File: config.mk
export PLATFORM = sky130hd
export DESIGN_NAME = alu_seq
export DESIGN_NICKNAME = d
export VERILOG_FILES = /design/src/rtl/alu_seq.sv
export SDC_FILE = /design/constraint.sdc
export NUM_CORES = 1
export LEC_CHECK = 0
export BUFFER_PORTS_ARGS = -buffer_cell sky130_fd_sc_hd__buf_2
export CAP_MARGIN = 25
export CORE_UTILIZATION = 28
export DETAILED_ROUTE_END_ITERATION = 8
export GPL_TIMING_DRIVEN = 0
export SETUP_SLACK_MARGIN = 0.2
export SKIP_CTS_REPAIR_TIMING = 1
export SLEW_MARGIN = 20
export SYNTH_ARGS = -nofsm -noshare
export SYNTH_HDL_FRONTEND = slang
export SYNTH_SLANG_ARGS = --single-unit
File: constraint.sdc
create_clock -name clk -period 0.8 [get_ports clk]
set_input_delay 0.12 -clock clk [delete_from_list [all_inputs] [get_ports clk]]
set_output_delay 0.12 -clock clk [all_outputs]
set_load 0.005 [all_outputs]
File: src/rtl/alu_seq.sv
// Registered ALU with start/busy/done handshake, Z/C/N/V flags and logical right shift.
// Define ALU_MUL_EN to include the iterative shift-add multiplier (op 010); otherwise op 010 returns 0.
module alu_seq #(
    parameter int W = 8
) (
    input  logic         clk,
    input  logic         rst_n,
    input  logic         start,
    input  logic [2:0]   op,
    input  logic [W-1:0] X,
    input  logic [W-1:0] Y,
    output logic [W-1:0] F,
    output logic [3:0]   flags,
    output logic         busy,
    output logic         done
);

    localparam int SW = $clog2(W);

    localparam logic [2:0] OP_ADD = 3'b000;
    localparam logic [2:0] OP_SUB = 3'b001;
    localparam logic [2:0] OP_MUL = 3'b010;
    localparam logic [2:0] OP_SHR = 3'b011;
    localparam logic [2:0] OP_NOT = 3'b100;
    localparam logic [2:0] OP_AND = 3'b101;
    localparam logic [2:0] OP_OR  = 3'b110;
    localparam logic [2:0] OP_XOR = 3'b111;

    logic [W:0]    add_full;
    logic [W:0]    sub_full;
    logic [SW-1:0] sh_amt;
    logic [W-1:0]  sc_res;
    logic          sc_c;
    logic          sc_v;
    logic [3:0]    sc_flags;

    assign add_full = {1'b0, X} + {1'b0, Y};
    assign sub_full = {1'b0, X} - {1'b0, Y};
    assign sh_amt   = Y[SW-1:0];

    // Result and flags for every op that completes in one cycle; op 010 yields 0 here.
    always_comb begin
        sc_res = '0;
        sc_c   = 1'b0;
        sc_v   = 1'b0;
        case (op)
            OP_ADD: begin
                sc_res = add_full[W-1:0];
                sc_c   = add_full[W];
                sc_v   = (X[W-1] == Y[W-1]) && (add_full[W-1] != X[W-1]);
            end
            OP_SUB: begin
                sc_res = sub_full[W-1:0];
                sc_c   = sub_full[W];
                sc_v   = (X[W-1] != Y[W-1]) && (sub_full[W-1] != X[W-1]);
            end
            OP_MUL: begin
                sc_res = '0;
            end
            OP_SHR: begin
                sc_res = X >> sh_amt;
                // Carry is the last bit shifted out, X[s-1]; the index wraps harmlessly when s=0.
                sc_c   = (sh_amt != '0) ? X[sh_amt - SW'(1)] : 1'b0;
            end
            OP_NOT: sc_res = ~X;
            OP_AND: sc_res = X & Y;
            OP_OR:  sc_res = X | Y;
            OP_XOR: sc_res = X ^ Y;
            default: sc_res = '0;
        endcase
    end

    assign sc_flags = {(sc_res == '0), sc_c, sc_res[W-1], sc_v};

`ifdef ALU_MUL_EN
    localparam logic [0:0] ST_IDLE = 1'b0;
    localparam logic [0:0] ST_MUL  = 1'b1;
    localparam logic [SW-1:0] LAST_STEP = SW'(W - 1);

    logic [0:0]     state_reg;
    logic [2*W-1:0] mcand_reg;
    logic [2*W-1:0] acc_reg;
    logic [2*W-1:0] acc_next;
    logic [W-1:0]   mplier_reg;
    logic [SW-1:0]  count_reg;

    assign acc_next = mplier_reg[0] ? (acc_reg + mcand_reg) : acc_reg;

    always_ff @(posedge clk or negedge rst_n) begin
        if (!rst_n) begin
            state_reg  <= ST_IDLE;
            mcand_reg  <= '0;
            acc_reg    <= '0;
            mplier_reg <= '0;
            count_reg  <= '0;
            F          <= '0;
            flags      <= 4'b0000;
            done       <= 1'b0;
        end else begin
            done <= 1'b0;
            case (state_reg)
                ST_IDLE: begin
                    if (start) begin
                        if (op == OP_MUL) begin
                            mcand_reg  <= {{W{1'b0}}, X};
                            mplier_reg <= Y;
                            acc_reg    <= '0;
                            count_reg  <= '0;
                            state_reg  <= ST_MUL;
                        end else begin
                            F     <= sc_res;
                            flags <= sc_flags;
                            done  <= 1'b1;
                        end
                    end
                end
                ST_MUL: begin
                    acc_reg    <= acc_next;
                    mcand_reg  <= mcand_reg << 1;
                    mplier_reg <= mplier_reg >> 1;
                    count_reg  <= count_reg + SW'(1);
                    // Final partial product is folded in combinationally so the result lands on step W.
                    if (count_reg == LAST_STEP) begin
                        F         <= acc_next[W-1:0];
                        flags     <= {(acc_next[W-1:0] == '0), (acc_next[2*W-1:W] != '0),
                                      acc_next[W-1], 1'b0};
                        done      <= 1'b1;
                        state_reg <= ST_IDLE;
                    end
                end
                default: state_reg <= ST_IDLE;
            endcase
        end
    end

    assign busy = (state_reg == ST_MUL);
`else
    always_ff @(posedge clk or negedge rst_n) begin
        if (!rst_n) begin
            F     <= '0;
            flags <= 4'b0000;
            done  <= 1'b0;
        end else begin
            done <= 1'b0;
            if (start) begin
                F     <= sc_res;
                flags <= sc_flags;
                done  <= 1'b1;
            end
        end
    end

    assign busy = 1'b0;
`endif

endmodule
# ---- Yosys cells after proc, flatten, opt, wreduce, memory -nomap -nowiden
# Cells that the tools add are included.
dict set report word_totals {
  reg_bits 13
  latch_bits 0
  ramBits 0
  rom_bits 0
  in_bits 22
  output_inout_bits 14
  word_cells 35
  mem_count 0
}
dict set report op_classes {
  addsub 3
  multipliers 0
  div 0
  order_cmp 1
  eq_ne 11
  shifts 1
  mux 7
  bitwise_logic 4
  reduce_logical 5
}
# operator count
set ops {}
lappend ops {{$pmux W8 S8} 1}
lappend ops {{$eq A3 B3 Y1 const B} 4}
lappend ops {{$add A8 B8 Y9} 1}
lappend ops {{$sub A8 B8 Y9} 1}
lappend ops {{$and A8 B8 Y8} 1}
lappend ops {{$logic_not A8 Y1} 1}
lappend ops {{$not A8 Y8} 1}
lappend ops {{$or A8 B8 Y8} 1}
lappend ops {{$shr A8 B3 Y8} 1}
lappend ops {{$xor A8 B8 Y8} 1}
lappend ops {{$eq A3 B2 Y1 const B} 2}
lappend ops {{$lt A3 B4 Y1 const B} 1}
lappend ops {{$bmux W1 S3} 1}
lappend ops {{$eq A3 B1 Y1 const B} 1}
lappend ops {{$logic_not A3 Y1} 1}
lappend ops {{$mux W1} 3}
lappend ops {{$ne A1 B1 Y1} 3}
lappend ops {{$pmux W1 S3} 1}
lappend ops {{$reduce_bool A3 Y1} 1}
lappend ops {{$sub A3 B1 Y3 const B} 1}
lappend ops {{$logic_and A1 B1 Y1} 2}
lappend ops {{$pmux W1 S2} 1}
lappend ops {{$eq A1 B1 Y1} 1}

# ---- Logic depth before layout (Yosys ltp)
# Gate-level depths: netlist of the first run.
dict set report logic_depth {
  word_depth 5
  depth_mapped 11
  depth_no_buf 11
}

# ---- Worst setup path before layout of the first run
# OpenSTA, ideal clock, no wires.
dict set report synth_path {
  path_type {input to register}
  from {input port Y[1]}
  to {register flags[3]}
  setup_time_ps 103
  t_arrival_ps 2355
  t_required_ps 697
  slack_ps -1658
  path_stages 10
  n_path_buf 1
  path_cell_list {clkbuf_1 -> inv_1 -> fa_1 -> nor3b_1 -> nor3_1 -> a21oi_1 -> xnor2_1 -> a222oi_1 -> o2111ai_1 -> o41ai_2}
}
dict set report synth_via {
  elab_chain_cells 3
  word_cells_on_any_way 8
  cone_classes {2 x add/sub; 1 x shift; 1 x mux; 3 x bitwise; 1 x reduce/logical}
}
# item line
set synth_lines {}
lappend synth_lines {{from (decl)} 11} ;# input logic [W-1:0] Y,
lappend synth_lines {{$sub A8 B8 Y9 (tied with other cells)} 38} ;# assign sub_full = {1'b0, X} - {1'b0, Y};
lappend synth_lines {{$pmux W8 S8 *} 46} ;# case (op)
lappend synth_lines {{$logic_not A8 Y1 *} 73} ;# assign sc_flags = {(sc_res == '0), sc_c, sc_res[W-1], sc_v};
lappend synth_lines {{to (signal assigned)} 147} ;# flags <= sc_flags;
lappend synth_lines {{to (decl)} 13} ;# output logic [3:0] flags,
# Mark *: on every way between the ends. The rest lies on a longest branch, timed or not.
# A chain may end at the register's enable or synchronous reset.

# ---- Worst setup path after layout of the first run
dict set report layout_path {
  from {input port X[0]}
  to {register flags[3]}
}
dict set report layout_via {
  elab_chain_cells 3
  word_cells_on_any_way 9
  cone_classes {2 x add/sub; 1 x shift; 1 x mux; 4 x bitwise; 1 x reduce/logical}
}
# item line
set layout_lines {}
lappend layout_lines {{from (decl)} 10} ;# input logic [W-1:0] X,
lappend layout_lines {{$sub A8 B8 Y9 (tied with other cells)} 38}
lappend layout_lines {{$pmux W8 S8 *} 46}
lappend layout_lines {{$logic_not A8 Y1 *} 73}
# Marks and branches as above.

==> results.json, run 1 <==
{
  "count_of_pins_over_their_slew_limit": 0,
  "die_x_um": 88.0,
  "category_of_the_worst_setup_path_launch_point": "input port",
  "startpoint_of_the_worst_slack_reg_to_reg_timing_path": "flags[2]",
  "dp_hpwl_um": 4810,
  "port_buffers": 34,
  "numCtsBuffers": 3,
  "synth-async-reset-ratio_pct": 100,
  "seq_area_frac_synth_pct": 14.5,
  "coreArea_um2": 6980,
  "detail_route.drc_violations": 0,
  "rows": 30,
  "most_common_cell_after_layout_fill_and_taps_aside": "buf_2",
  "die-height_um": 88.0,
  "postRouteWirelength_um": 6280,
  "cts.root.buffer_cell": "clkbuf_8",
  "synthFlopType": "dfrtp_1",
  "layout_common_cells": "buf_2 (27), buf_4 (24), nand2_1 (23), ha_1 (20), inv_1 (16)",
  "critPathMaxFanout": 5,
  "tritoncts": "yes",
  "unrepaired_setup_endpoints_after_global_routing": "true",
  "fill_cells": 699,
  "synthesis.instances": 250,
  "synthesis_stage_register_bit_count": 12,
  "clock-sinks": 12,
  "drtPass1Iterations": 4,
  "io_pins": 36,
  "design.final.nets": 360,
  "finalWorstPathRequiredPeriod_ns": 2.08,
  "gr-total-overflow": 0,
  "failed_checks": "setup timing",
  "maxcap_violations": 0,
  "power_density_nw_per_um2": 1080,
  "maximum_number_of_pins_on_one_net_before_global_route_repair": 13,
  "wl_per_cell_um": 15.5,
  "cts_htree_levels": 1,
  "synth.avg_cell_area_um2": 8.28,
  "first_iter_violations": 185,
  "setup.worst_path.end_class": "flop",
  "antenna_violating_nets_post_route": 0,
  "preCtsSetupSlack_ns": -1.78,
  "clkTransAtPathRegs_ns": 0.05,
  "track_usage_pct": 15.7,
  "fp.dieArea_um2": 7740,
  "timing_worst_setup_path_type": "input port to flop",
  "ys_top_cells_by_area": "ha_1 (16%), dfrtp_1 (15%), mux4_2 (8.7%)",
  "vias_in_the_first_global_route": 1895,
  "antenna_found_initial": 0,
  "hp-class": "input port to flop",
  "setup.worst_path.start": "X[0]",
  "cts_max_path_buffers": 2,
  "drive_above_1_share_pct": 43.0,
  "clock.fmax_ghz": 0.480,
  "synth_top_area_share_pct": 15.7,
  "cell_area_synth_um2": 2070,
  "status": "complete, but fails checks",
  "finalSetupViolCount": 24,
  "final.setup.tns_ns": -11.79,
  "avgViaCountPerCell": 5.21,
  "cp_data_arrival_time_ns": 2.21,
  "antenna_cells": 0,
  "grt_pass1_wl_um": 9450,
  "worst_clock_skew_ns": 0,
  "place_congestion": 0.902,
  "dr_vias": 2110,
  "fin_crit_sh_pct": 260,
  "netlist-cell-type-count": 53,
  "yosysWarningCount": 0,
  "area_overhead_vs_synth_pct": 44.4,
  "synthesis.nets": 300,
  "count_of_flip_flops_with_a_built_in_enable_after_synthesis": 0,
  "p_leak_uw": 0.00132,
  "critical_path_required_ns": 0.93,
  "floorplan.initialDensity_pct": 29.6,
  "worst_ir_drop_vdd_uv": 566,
  "finalHoldViolations": 0,
  "timing.final.ws_setup_ns": -1.28,
  "library_cell_with_the_largest_summed_area_after_synthesis": "ha_1",
  "clk-insertion-delay-late_ns": 0.23,
  "startpoint_of_the_tightest_hold_check_path": "start"
}
layer usage:
layer | routed length [um] | part of all wire, % | track usage (%)
met4 | 82 | 1.3 | 4.77
met5 | 0 | 0 | 0
met2 | 3150 | 50 | 27.9
met1 | 2830 | 45 | 20.4
met3 | 214 | 3.4 | 0.754
worst max-delay path, cell delays in order:
cell       delay (ns)
buf_6            0.12
inv_12           0.06
ha_4             0.13
inv_2            0.04
fa_2             0.36
nor3b_2          0.17
nor3_2           0.21
a21oi_2          0.09
xnor2_1          0.13
a222oi_1         0.28
buf_4            0.18
o2111ai_1        0.10
o41ai_2          0.23
flip-flops by register name, summed over array words and instances, names as in the netlist:
| name | flops |
|---|---|
| F | 7 |
| flags | 4 |
| done | 1 |
cells in the mapped netlist (all sizes together) (2+ instances only):
cell type	instances
nand3	3
o221ai	2
xnor2	7
or3	4
nor3b	2
or2	3
mux4	8
nand2	23
fa	2
nor3	4
mux2	5
o211a	2
o31ai	3
dfrtp	12
nand3b	3
o211ai	5
a211oi	2
nor2b	2
nand4	2
nand2b	6
a21o	2
clkbuf	9
o21a	2
o41ai	2
ha	26
a211o	2
inv	24
buf	10
a222oi	2
o21ai	9
a41oi	2
a21oi	23
nor2	13
mux2i	6
a31oi	7
final timing paths:
path / slack [ns] / cells after the start / to
worst min-delay path: 0.003 / 1 / done
min in group asynchronous: 0.29 / 2 / F[3]
worst max register to register: 0.03 / 1 / flags[2]
worst max-delay path: -1.28 / 13 / flags[3]
max in group asynchronous: 0.30 / 2 / F[4]
worst min register to register: 0.50 / 2 / F[0]
kinds of logic after synthesis:
family / after synthesis / synth area share (%)
flip-flops: 12 / 14.5
multiplexers: 19 / 14.3
adder cells (fa/ha/maj): 28 / 17.7
other: 1 / 0.181
AND/OR/NAND/NOR: 67 / 16.1
XOR/XNOR: 7 / 2.96
buffers and inverters: 44 / 9.43
AO/OA/AOI/OAI: 72 / 24.8
cell type report:
type | instances | area, um^2 | share of cell area, %
multi-input combinational | 194 | 1800 | 60.1
timing repair buffer | 55 | 400 | 13.4
sequential | 12 | 300 | 10.1
buffer | 19 | 173 | 5.78
inverter | 25 | 144 | 4.82
tap | 96 | 120 | 4.02
clock buffer | 4 | 55.1 | 1.84
per-stage QoR:
stage / instances / utilization (%) / instance area (um^2) / total power (uW) / hold slack (ns)
final: 405 / 42.8 / 2990 / 3220 / 0.00327
after global routing: 405 / 42.8 / 2990 / 3450 / -0.00536
after CTS: 384 / 37.2 / 2590 / 2890 / -0.243
after detailed placement: 380 / 36.4 / 2540 / 2240 / 0.00868
after global placement: 380 / 36.4 / 2540 / 2220 / 0.00631
after floorplan: 250 / - / 2250 / 1780 / -0.176
power breakdown:
group	switching, uW	leakage [uW]	internal [uW]	total (uW)
registers	41.3	0.000147	689	730
logic	928	0.00114	926	1850
clock network	201	0.0000288	433	634
total	1170	0.00132	2050	3220
No activity file was read; power rests on OpenSTA's default activity.
==> run 2, diff against run 1 <==
CORE_ASPECT_RATIO = 0.9   (was unset)
CTS_BUF_LIST = sky130_fd_sc_hd__clkbuf_16   (was unset)
==> run 2 against run 1 <==
Compared with the run above:
- combinational power increased by 5%
- critical path depth fell by 2
- the run still ends with setup timing left
- die area about the same
- sequential power barely moved
- clock skew unchanged
- clock power is 43% higher
- critical endpoint is now flags[2]
- setup slack lost 0.0036 ns
- register-to-register slack got worse by 0.12 ns
- worst hold slack gained 0.0023 ns
- first-iteration DRC count is 30% higher
- global-route usage down 0.45 points
- sequential share of layout area is 0.35 points lower
==> results.json, run 2 (synthesis results as in run 1) <==
{
  "dp_hpwl_um": 4750,
  "postLayoutCellArea_um2": 3100,
  "cts.root.buffer_cell": "clkbuf_16",
  "antenna_found_initial": 0,
  "port_buffers": 34,
  "worst_ir_drop_vdd_uv": 493,
  "count_of_pins_over_their_slew_limit": 0,
  "worst_clock_skew_ns": 0,
  "groute.layer.met2.usage_pct": 25.5,
  "fin_crit_sh_pct": 261,
  "cts_max_path_buffers": 2,
  "grt_most_used_layer": "met2",
  "relative_slew_margins_pct": 64.6,
  "hp-class": "input port to flop",
  "max_reg_flops": 7,
  "post-route-util_pct": 43.5,
  "wl_per_cell_um": 15.1,
  "post_dp_cell_area_um2": 2540,
  "storage_cell_area_um2": 300,
  "avgViaCountPerCell": 5.24,
  "area_overhead_vs_synth_pct": 49.6,
  "fp.dieArea_um2": 7740,
  "multiInputGateArea_um2": 1810,
  "most_common_cell_after_layout_fill_and_taps_aside": "buf_4",
  "antenna_violating_nets_post_route": 0,
  "cts_htree_levels": 1,
  "use_met1_pct": 20.5,
  "maxcap_violations": 0,
  "critPathMaxFanout": 4,
  "first_iter_violations": 240,
  "die-height_um": 83.6,
  "rows": 29,
  "drtPass1Iterations": 5,
  "tritoncts": "yes",
  "timing.final.ws_setup_ns": -1.29,
  "clk-insertion-delay-late_ns": 0.24,
  "finalHoldViolations": 0,
  "design_power_total_uw": 3580,
  "status": "complete, but fails checks",
  "max_flop_register": "F",
  "clkTransAtPathRegs_ns": 0.04,
  "power_density_nw_per_um2": 1160,
  "unrepaired_setup_endpoints_after_global_routing": "true",
  "p_leak_uw": 0.00137,
  "grt_pass1_wl_um": 9500,
  "instances_no_fill": 409,
  "detail_route.drc_violations": 0,
  "biggestRegsByFlops": "F x7, flags x4, done x1",
  "failed_checks": "setup timing",
  "gr-total-overflow": 0,
  "antenna_cells": 0,
  "die_x_um": 92.6,
  "clock-sinks": 12,
  "vias_in_the_first_global_route": 1955,
  "timing_worst_setup_path_type": "input port to flop",
  "track_usage_pct": 15.2,
  "layout_common_cells": "buf_4 (29), buf_2 (28), nand2_1 (23), ha_1 (20), inv_1 (18)",
  "postRouteWirelength_um": 6170,
  "maximum_number_of_pins_on_one_net_before_global_route_repair": 13,
  "finalSetupViolCount": 24,
  "category_of_the_worst_setup_path_launch_point": "input port",
  "coreArea_um2": 7110,
  "finalWorstPathRequiredPeriod_ns": 2.09,
  "reg2reg_path_depth": 2,
  "critical_path_required_ns": 0.92,
  "place_congestion": 0.914,
  "numCtsBuffers": 3,
  "floorplan.initialDensity_pct": 29.1,
  "dr_vias": 2144,
  "io_pins": 36,
  "setup.worst_path.end_class": "flop",
  "design.final.nets": 367,
  "groute.layer.met3.usage_pct": 1.46,
  "placed_cells_incl_taps": 377,
  "clock.fmax_ghz": 0.479,
  "fill_cells": 706,
  "drive_above_1_share_pct": 43.4,
  "cp_data_arrival_time_ns": 2.21,
  "timing_worst_slew_pin_value_ns": 0.524,
  "hold_depth": 1
}
==> run 2: final cells by class <==
class	instances	share of cell area [%]
repair buffers	62	15.2
flip-flops and latches	12	9.70
inverters	25	4.89
plain buffers	19	5.58
clock inverters	1	0.121
multi-input cells	194	58.4
clock buffers	3	2.43
well taps	93	3.76
==> run 2: final timing paths <==
check / start / endpoint / slack [ns]
min in group asynchronous: rst_n / F[5] / 0.29
hold reg to reg: F[5] / F[5] / 0.50
setup / recovery: X[0] / flags[2] / -1.29
hold / removal: start / done / 0.006
setup reg to reg: flags[1] / flags[1] / -0.09
max in group asynchronous: rst_n / F[4] / 0.30
==> run 2: through the flow <==
stage	hold WS (ns)	setup WS (ns)	TNS (ns)
CTS	-0.248	-1.53	-13.27
global placement	0.00751	-1.76	-14.97
detailed placement	0.00744	-1.76	-15.02
floorplan	-0.176	-1.20	-9.99
global route	0.00743	-1.37	-13.02
finish	0.00556	-1.29	-11.86
==> run 2: layer usage <==
| layer | vias to the layer above | wire length (um) |
|---|---|---|
| met1 | 1006 | 2850 |
| met2 | 88 | 2910 |
| li1 | 1039 | - |
| met5 | - | 0 |
| met3 | 11 | 303 |
| met4 | 0 | 105 |
==> run 2: worst max-delay path: stages <==
cell,delay (ns)
buf_12,0.11
buf_4,0.13
ha_2,0.21
fa_2,0.39
nand3_1,0.13
a21oi_1,0.08
a211o_1,0.29
a21o_1,0.21
a21oi_1,0.15
o221ai_1,0.12
mux2_4,0.27
==> run 2: where the power goes <==
part / internal [uW] / switching [uW] / total, uW
sequential: 690 / 41.2 / 731
combinational: 999 / 943 / 1940
clock: 657 / 252 / 909
